File: src/rtl/bs_dot_accumulator.sv
// bs_dot_accumulator: sums VEC_LEN signed MAC products into a saturating dot product held in a valid/ready output register
module bs_dot_accumulator #(
    parameter int VEC_LEN = 8,
    parameter int ACC_W   = 20,
    parameter int CNT_W   = 8
) (
    input  logic             clk,
    input  logic             rstn,
    input  logic             clr,
    input  logic             prod_valid,
    input  logic [15:0]      prod_data,
    output logic             prod_ready,
    output logic             out_valid,
    input  logic             out_ready,
    output logic [ACC_W-1:0] out_data,
    output logic             out_ovf,
    output logic [CNT_W-1:0] vec_cnt
);
    logic [ACC_W-1:0] acc_q, acc_d, data_q, data_d, sat;
    logic [ACC_W:0]   sum;
    logic [CNT_W-1:0] cnt_q, cnt_d;
    logic             sticky_q, sticky_d, valid_q, valid_d, oovf_q, oovf_d;
    logic             ovf, last, fire;
    assign sum        = {acc_q[ACC_W-1], acc_q} + {{(ACC_W-15){prod_data[15]}}, prod_data};
    assign ovf        = sum[ACC_W] ^ sum[ACC_W-1];
    assign sat        = ovf ? {sum[ACC_W], {(ACC_W-1){~sum[ACC_W]}}} : sum[ACC_W-1:0];
    assign last       = cnt_q == CNT_W'(VEC_LEN - 1);
    assign prod_ready = ~clr & ~(last & valid_q & ~out_ready);
    assign fire       = prod_valid & prod_ready;
    assign out_valid  = valid_q;
    assign out_data   = data_q;
    assign out_ovf    = oovf_q;
    assign vec_cnt    = cnt_q;
    // next state: clear, final accept (publish result and restart) or plain accumulate
    always_comb begin
        acc_d    = acc_q;
        cnt_d    = cnt_q;
        sticky_d = sticky_q;
        valid_d  = valid_q & ~out_ready;
        data_d   = data_q;
        oovf_d   = oovf_q;
        if (clr) begin
            acc_d    = '0;
            cnt_d    = '0;
            sticky_d = 1'b0;
        end else if (fire && last) begin
            acc_d    = '0;
            cnt_d    = '0;
            sticky_d = 1'b0;
            valid_d  = 1'b1;
            data_d   = sat;
            oovf_d   = sticky_q | ovf;
        end else if (fire) begin
            acc_d    = sat;
            cnt_d    = cnt_q + 1'b1;
            sticky_d = sticky_q | ovf;
        end
    end
    // state registers with asynchronous active-low reset
    always_ff @(posedge clk or negedge rstn) begin
        if (!rstn) begin
            acc_q    <= '0;
            cnt_q    <= '0;
            sticky_q <= 1'b0;
            valid_q  <= 1'b0;
            data_q   <= '0;
            oovf_q   <= 1'b0;
        end else begin
            acc_q    <= acc_d;
            cnt_q    <= cnt_d;
            sticky_q <= sticky_d;
            valid_q  <= valid_d;
            data_q   <= data_d;
            oovf_q   <= oovf_d;
        end
    end
endmodule

File: config.mk
export PLATFORM = sky130hd
export DESIGN_NAME = bs_dot_accumulator
export DESIGN_NICKNAME = d
export VERILOG_FILES = /design/src/rtl/bs_dot_accumulator.sv
export SDC_FILE = /design/constraint.sdc
export NUM_CORES = 1
export LEC_CHECK = 0
export ABC_AREA = 1
export CORE_MARGIN = 5
export CORE_UTILIZATION = 51
export DETAILED_ROUTE_END_ITERATION = 10
export PLACE_DENSITY_LB_ADDON = 0.15
export SYNTH_ARGS = -nofsm -noshare
export SYNTH_HDL_FRONTEND = slang
export SYNTH_SLANG_ARGS = --single-unit
File: constraint.sdc
create_clock -name clk -period 3.75 [get_ports clk]
set_clock_uncertainty 0.05 [all_clocks]
set_input_delay 0.75 -clock clk [delete_from_list [all_inputs] [get_ports clk]]
set_output_delay 0.75 -clock clk [all_outputs]
set_load 0.02 [all_outputs]
Yosys cells after proc, flatten, opt, wreduce, memory -nomap -nowiden
Index checks and enable logic that the tools add are counted.
{"block": "op_classes", "n_addsub": 2, "multipliers": 0, "div": 0, "magnitude_cmp": 0, "n_eq_ne": 1, "shifts": 0, "n_mux": 12, "bitwise": 11, "n_reduce_logical": 3}
{"op": "20-bit 2-to-1 mux", "n": 4}
{"op": "8-bit 2-to-1 mux", "n": 3}
{"op": "20-bit by 16-bit adder with 21-bit output", "n": 1}
{"op": "8-bit by 1-bit adder with 8-bit output, second input constant", "n": 1}
{"op": "8-bit by 3-bit equality test with 1-bit output, second input constant", "n": 1}
{"op": "1-bit bitwise AND", "n": 5}
{"op": "1-bit 2-to-1 mux", "n": 5}
{"op": "1-bit NOT", "n": 4}
{"op": "3-bit nonzero test", "n": 1}
{"op": "2-bit AND reduction", "n": 1}
{"op": "1-bit logical AND", "n": 1}
{"op": "1-bit bitwise OR", "n": 1}
{"op": "1-bit bitwise XOR", "n": 1}
{"block": "word_totals", "reg_bits": 51, "latchBits": 0, "ramBits": 0, "rom_bits": 0, "elab_cells": 35, "memories": 0}

Longest topological paths before layout
Gate-level depths: netlist of the first run.
{"block": "depth", "ltp_word": 9, "depth_mapped": 17, "depth_no_buf": 16}

Worst setup path before layout of the first run
Ideal clock, no wire load.
{"block": "synth_path", "path_kind": "input-to-reg", "start": "input prod_data[0]", "end": "register oovf_q (netlist: out_ovf)", "t_arrival_ps": 2337, "path_slack_ps": 1246, "path_stages": 13, "path_buffers": 1, "cell_sequence": "ha_1 fa_1 nand3_1 nand2_1 nand3_2 nand3_2 nand2_1 nand2_2 nand2_2 buf_6 nand3b_1 nand2_1 nand2_1"}
{"block": "synth_via", "elab_chain_len": 3}
{"element": "from (decl)", "line_no": "11", "text": "input logic [15:0] prod_data,"}
{"element": "20-bit by 16-bit adder with 21-bit output", "line_no": "24", "text": "assign sum = {acc_q[ACC_W-1], acc_q} + {{(ACC_W-15){prod_data[15]}}, prod_data};"}
{"element": "1-bit bitwise XOR", "line_no": "25", "text": "assign ovf = sum[ACC_W] ^ sum[ACC_W-1];"}
{"element": "1-bit bitwise OR", "line_no": "52", "text": "oovf_d = sticky_q | ovf;"}
{"element": "to (signal assigned)", "line_no": "74", "text": "oovf_q <= oovf_d;"}
{"element": "to (decl)", "line_no": "22", "text": "logic sticky_q, sticky_d, valid_q, valid_d, oovf_q, oovf_d;"}
Every way passes these cells.
A chain may end at the register's enable or synchronous reset.

Final worst setup path of the first run
{"block": "layout_path", "start": "input prod_data[15]", "end": "register acc_q[9]"}
{"block": "layout_via", "elab_chain_len": 6, "word_cells_on_any_way": 7, "cone_classes": "1 x add/sub; 4 x mux; 2 x bitwise"}
{"element": "20-bit by 16-bit adder with 21-bit output (*)", "line_no": "24"}
{"element": "1-bit bitwise XOR or 1-bit NOT (tied branches)", "line_no": "25, 26"}
{"element": "20-bit 2-to-1 mux (*)", "line_no": "26", "text": "assign sat = ovf ? {sum[ACC_W], {(ACC_W-1){~sum[ACC_W]}}} : sum[ACC_W-1:0];"}
{"element": "20-bit 2-to-1 mux (*)", "line_no": "53", "text": "end else if (fire) begin"}
{"element": "20-bit 2-to-1 mux (*)", "line_no": "46", "text": "end else if (fire && last) begin"}
{"element": "20-bit 2-to-1 mux (*)", "line_no": "42", "text": "if (clr) begin"}
{"element": "to (signal assigned)", "line_no": "62", "text": "acc_q <= '0;"}
{"element": "to (signal assigned)", "line_no": "69", "text": "acc_q <= acc_d;"}
{"element": "to (decl)", "line_no": "19", "text": "logic [ACC_W-1:0] acc_q, acc_d, data_q, data_d, sat;"}
Mark *: on every way between the ends. The rest lies on a longest branch, timed or not. The select of a mux whose other input is x is not followed.

==> results.cfg, run 1 <==
[place]
place_congestion = 0.942
dp_hpwl_um = 7140
io_buffers = 51

[layout]
multi_input_area_sq_um = 2040
seq_area_sq_um = 1280
num_antenna_cells = 0
final_nets = 585
synthToLayoutAreaGrowth_pct = 19.2
nFillCells = 623
drive_gt1_frac = 0.0773

[floorplan]
die_h_um = 93.1
placementRows = 30
initial_utilization = 0.522
num_io_pins = 52
die_w_um = 93.1
dieArea_sq_um = 8670
core-area_sq_um = 6760

[worst_setup_path]
cp_max_fo = 20
criticalPathCategory = in2reg
crit_required_ps = 3900
path_buf_inv = 1
critPathSlowestCell = clkdlybuf4s50_1
arrival_ps = 3340
cpMostUsedCell = nand2_1
end_kind = flip-flop
critical_path.startpoint = prod_data[15]
r2r_start = acc_q[14]
crit_family = simple AND/OR/NAND/NOR gates
path_cells = clkdlybuf4s50_1 > ha_1 > a21oi_1 > a21oi_1 > nor2_1 > nand3_2 > nand2_1 > nand2_2 > nand2_2 > o21ai_2 > nand2_1 > nand2_1
start_kind = input port
path_depth = 12
worst-r2r-cell-count = 11
max_stage_delay_ps = 510

[clock_network]
cts_tree = done
cts_sinks = 51
htreeDepth = 2
clk_pin_slew_ps = 90
holdBufCountCts = 0
ctsLongestPathBuffers = 2
cts_resized = 0
post_cts_buffers = 0
tritoncts.num_buffers = 5
clock_latency_ps = 310
ctsRootBufferMaster = clkbuf_8

[timing]
max_slew.worst_pin.slew_ps = 703
grt_setup_unrepaired = false
slew_viol_final = 0
relSlewSlack = 0.531
hold_violations = 0
fmax_mhz = 313
setup_viol = 0
fin_crit_sh = 0.851
setup_tns_ps = 0
period_minus_slack_ps = 3190

[flow_run]
max-cap-violations = 0

[synth]
ys.flop_type = dfrtp_1
synthCells = 493
synth_area_leaders = dfrtp_1 (36%), nand2_1 (22%), ha_1 (7.5%)
yosysMostFrequentCell = nand2_1
ys_seq_area_frac = 0.362
synth_edf_count = 0
synth_top_cell_by_area = dfrtp_1
synth.distinct_cells = 34
yosysWarningCount = 0
synth_top_area_share = 0.362
async_reset_ff_frac = 1.00
synthTopCellsByCount = nand2_1 (211), dfrtp_1 (51), nand3_1 (34), inv_1 (31), nor2_1 (29)
syn-num-nets = 536
syn_avg_cell_area_sq_um = 7.15
syn-cell-area_sq_um = 3520
ys_ff_latch = 51

[drt]
avgViaCountPerCell = 5.37
ant_nets = 0
wl_per_cell_um = 15.1
drc_errors = 0
vias = 3343
first_iter_violations = 278
dr.pass1.iters = 7
wl_um = 9420

[grt]
antenna_found_initial = 0
grt_max_degree = 31
grt_pass1_vias = 3271
gr-total-overflow = 0
grt_pass1_wl_um = 15900
grtUsageTotal = 0.229

[power]
powerDensity_nw_per_um2 = 655
vdd_drop_max_mv = 0.243
p_leak_nw = 2.26
total_power_mw = 2.75

[run_status]
status = completed

[hold_path]
hp-class = in2async
[stage by stage]
step | hold WS [ps] | utilization | worst slack (ps) | area, sq um | instances
5_1_grt | 465 | 0.622 | 362 | 4200 | 623
4_1_cts | 440 | 0.622 | 603 | 4200 | 623
3_3_place_gp | 416 | 0.606 | 313 | 4100 | 615
6_report | 432 | 0.622 | 559 | 4200 | 623
2_1_floorplan | 403 | - | 1250 | 3520 | 493
3_5_place_dp | 414 | 0.606 | 282 | 4100 | 615
[final timing paths]
kind                                     to  slack, ps
worst min-delay path            out_data[3]        430
max in group asynchronous          acc_q[1]       2460
min in group clk                    out_ovf        440
worst max register to register     acc_q[9]       1110
worst min register to register      out_ovf        440
worst max-delay path               acc_q[9]        560
[kinds of logic after synthesis]
kind of cell,count (synthesis),synth area share
and+or+nand+nor,312,0.381
DFF,51,0.362
buffers and inverters,48,0.0589
AOI/OAI and AO/OA,44,0.0777
adders and majority gates,22,0.0802
xor gates and xnor gates,16,0.0398
[cells in the final DEF, fill, tap and decap left out, types with 2 or more instances in the layout]
master           count
dfrtp_1             51
ha_1                21
nor3_1               4
buf_4                3
and2_1               4
nor2_2               3
xor2_1               5
nand2_1            211
o21ai_2              6
a31oi_1              2
a21oi_1             21
nand4_1              8
inv_1               31
o21bai_1             4
nor2_1              29
inv_2                4
clkbuf_8             7
nand3_2              3
nand3_1             34
nand2_2              8
xnor2_1             11
nand3b_1             3
o21ai_0              7
clkdlybuf4s50_1     50
[layer usage]
metal	part of all wire	vias to the layer above	track usage
li1	-	1676	-
met4	0.011	0	0.0427
met2	0.44	99	0.349
met3	0.058	12	0.0451
met5	0	-	0
met1	0.50	1556	0.339
[final cells by class]
type | count | area share
clock buffers | 7 | 0.0229
clock inverters | 1 | 0.00179
inverters | 35 | 0.0313
multi-input cells | 394 | 0.486
flip-flops and latches | 51 | 0.304
well taps | 80 | 0.0238
repair buffers | 55 | 0.130
[sequential cells by signal (all words and copies together) (netlist names)]
register,flops
acc_q,20
sticky_q,1
out_data,20
vec_cnt,8
out_valid,1
out_ovf,1
[power by group]
group	leakage, nW	switching [mW]	internal (mW)
Sequential	0.694	0.0782	0.658
Combinational	1.51	1.06	0.599
Clock	0.0505	0.188	0.168
Power figures use the tool's default switching activity.
==> run 2: changes to the inputs <==
SLEW_MARGIN = 25   (was default)
==> results of run 2 <==
Same layout as run 1: the final DEF is identical, and so are final timing and power.
==> run 3: changes to the inputs <==
PLACE_DENSITY = 0.76   (was default)
PLACE_DENSITY_LB_ADDON = default   (was 0.15)
==> results.cfg, run 3 (synthesis gave the netlist of run 1 again) <==
[layout]
synthToLayoutAreaGrowth_pct = 18.2
mostFrequentLayoutCell = nand2_1
final_nets = 586
num_antenna_cells = 0
final_cell_mix = nand2_1 (211), dfrtp_1 (51), clkdlybuf4s50_1 (50), nand3_1 (34), inv_1 (31)
final_cell_area_sq_um = 4170
nFillCells = 628
drive_gt1_frac = 0.0756
fin_util = 0.617

[worst_setup_path]
rrSetupSlack_ps = 1060
worst-r2r-cell-count = 13
r2r-end = out_data[7]
end_kind = flip-flop
criticalPathCategory = in2reg
cp_max_fo = 17
endpoint = out_data[7]
arrival_ps = 3390
crit_required_ps = 3950
r2r_start = acc_q[8]
critical_path.startpoint = prod_data[15]
start_kind = input port

[clock_network]
tritoncts.num_buffers = 5
clock_latency_ps = 300
holdBufCountCts = 0
ctsRootBufferMaster = clkbuf_8
htreeDepth = 2
cts_sinks = 51
cts_tree = done
cts_resized = 0
ctsLongestPathBuffers = 2
post_cts_buffers = 0
clk_pin_slew_ps = 90

[drt]
wl_met3_um = 487
drc_errors = 0
wl_per_cell_um = 14.6
top_layer_used = met4
met1_length_um = 4440
wl_met2_um = 4040
ant_nets = 0
first_iter_violations = 217
vias = 3406
wl_um = 9060
avgViaCountPerCell = 5.48
dr.pass1.iters = 5

[grt]
grt_max_degree = 32
grt_pass1_vias = 3289
grtUsageTotal = 0.224
antenna_found_initial = 0
gr-total-overflow = 0
grt_pass1_wl_um = 15600

[place]
postPlaceCellArea_sq_um = 4090
dp_hpwl_um = 7030
place_congestion = 0.921
io_buffers = 51

[timing]
relSlewSlack = 0.519
hold_violations = 0
setup_viol = 0
slew_viol_final = 0
period_minus_slack_ps = 3200
setup_tns_ps = 0
fin_crit_sh = 0.852
holdWs_ps = 437
fmax_mhz = 313
max_slew.worst_pin.slew_ps = 722
grt_setup_unrepaired = false

[floorplan]
dieArea_sq_um = 8670
initial_utilization = 0.522
die_w_um = 93.1
placementRows = 30
num_io_pins = 52
die_h_um = 93.1
core-area_sq_um = 6760

[power]
powerDensity_nw_per_um2 = 643
p_leak_nw = 2.24
vdd_drop_max_mv = 0.331

[flow_run]
max-cap-violations = 0

[hold_path]
hp-class = in2async

[run_status]
status = completed
[run 3: area by class of cell]
class	count	area (sq um)	area share
clock buffer	5	68.8	0.0165
sequential	51	1280	0.306
inverter	35	131	0.0315
multi-input combinational	394	2040	0.490
timing repair buffer	56	543	0.130
clock inverter	1	7.51	0.00180
tap	80	100	0.0240
[run 3: power breakdown]
part | internal, mW | switching [mW]
sequential | 0.658 | 0.0793
clock | 0.124 | 0.176
combinational | 0.591 | 1.05
[run 3: routing by layer]
metal / up-vias / global-route usage
met2: 108 / 0.348
li1: 1676 / -
met3: 13 / 0.0378
met4: 0 / 0.0488
met1: 1609 / 0.328
met5: - / 0
[run 3: critical path, stage by stage]
cell	delay (ps)
clkdlybuf4s50_1	510
ha_1	440
nand2_1	120
inv_1	40
nand2_1	50
nand2_1	50
a21oi_1	300
nand3_2	130
nand2_1	70
nand2_1	50
nand2_1	460
buf_4	250
nand3_1	80
nand2_1	90
[run 3: worst min-delay path by stage]
stage / depth (start not counted) / slack [ps] / to / from
floorplan: 0 / 400 / acc_q[0] / rstn
global placement: 2 / 420 / out_data[1] / out_data[1]
detailed placement: 2 / 420 / out_data[1] / out_data[1]
CTS: 2 / 440 / out_data[3] / out_data[3]
global route: 2 / 460 / out_data[8] / out_data[8]
finish: 1 / 440 / out_data[5] / rstn
[run 3: metrics by stage]
| stage | power (mW) | setup WS (ps) | std cells |
|---|---|---|---|
| finish | 2.68 | 553 | 622 |
| global route | 2.93 | 399 | 622 |
| CTS | 2.68 | 581 | 622 |
| detailed placement | 2.36 | 271 | 616 |
| global placement | 2.36 | 270 | 616 |
| floorplan | 1.98 | 1250 | 493 |
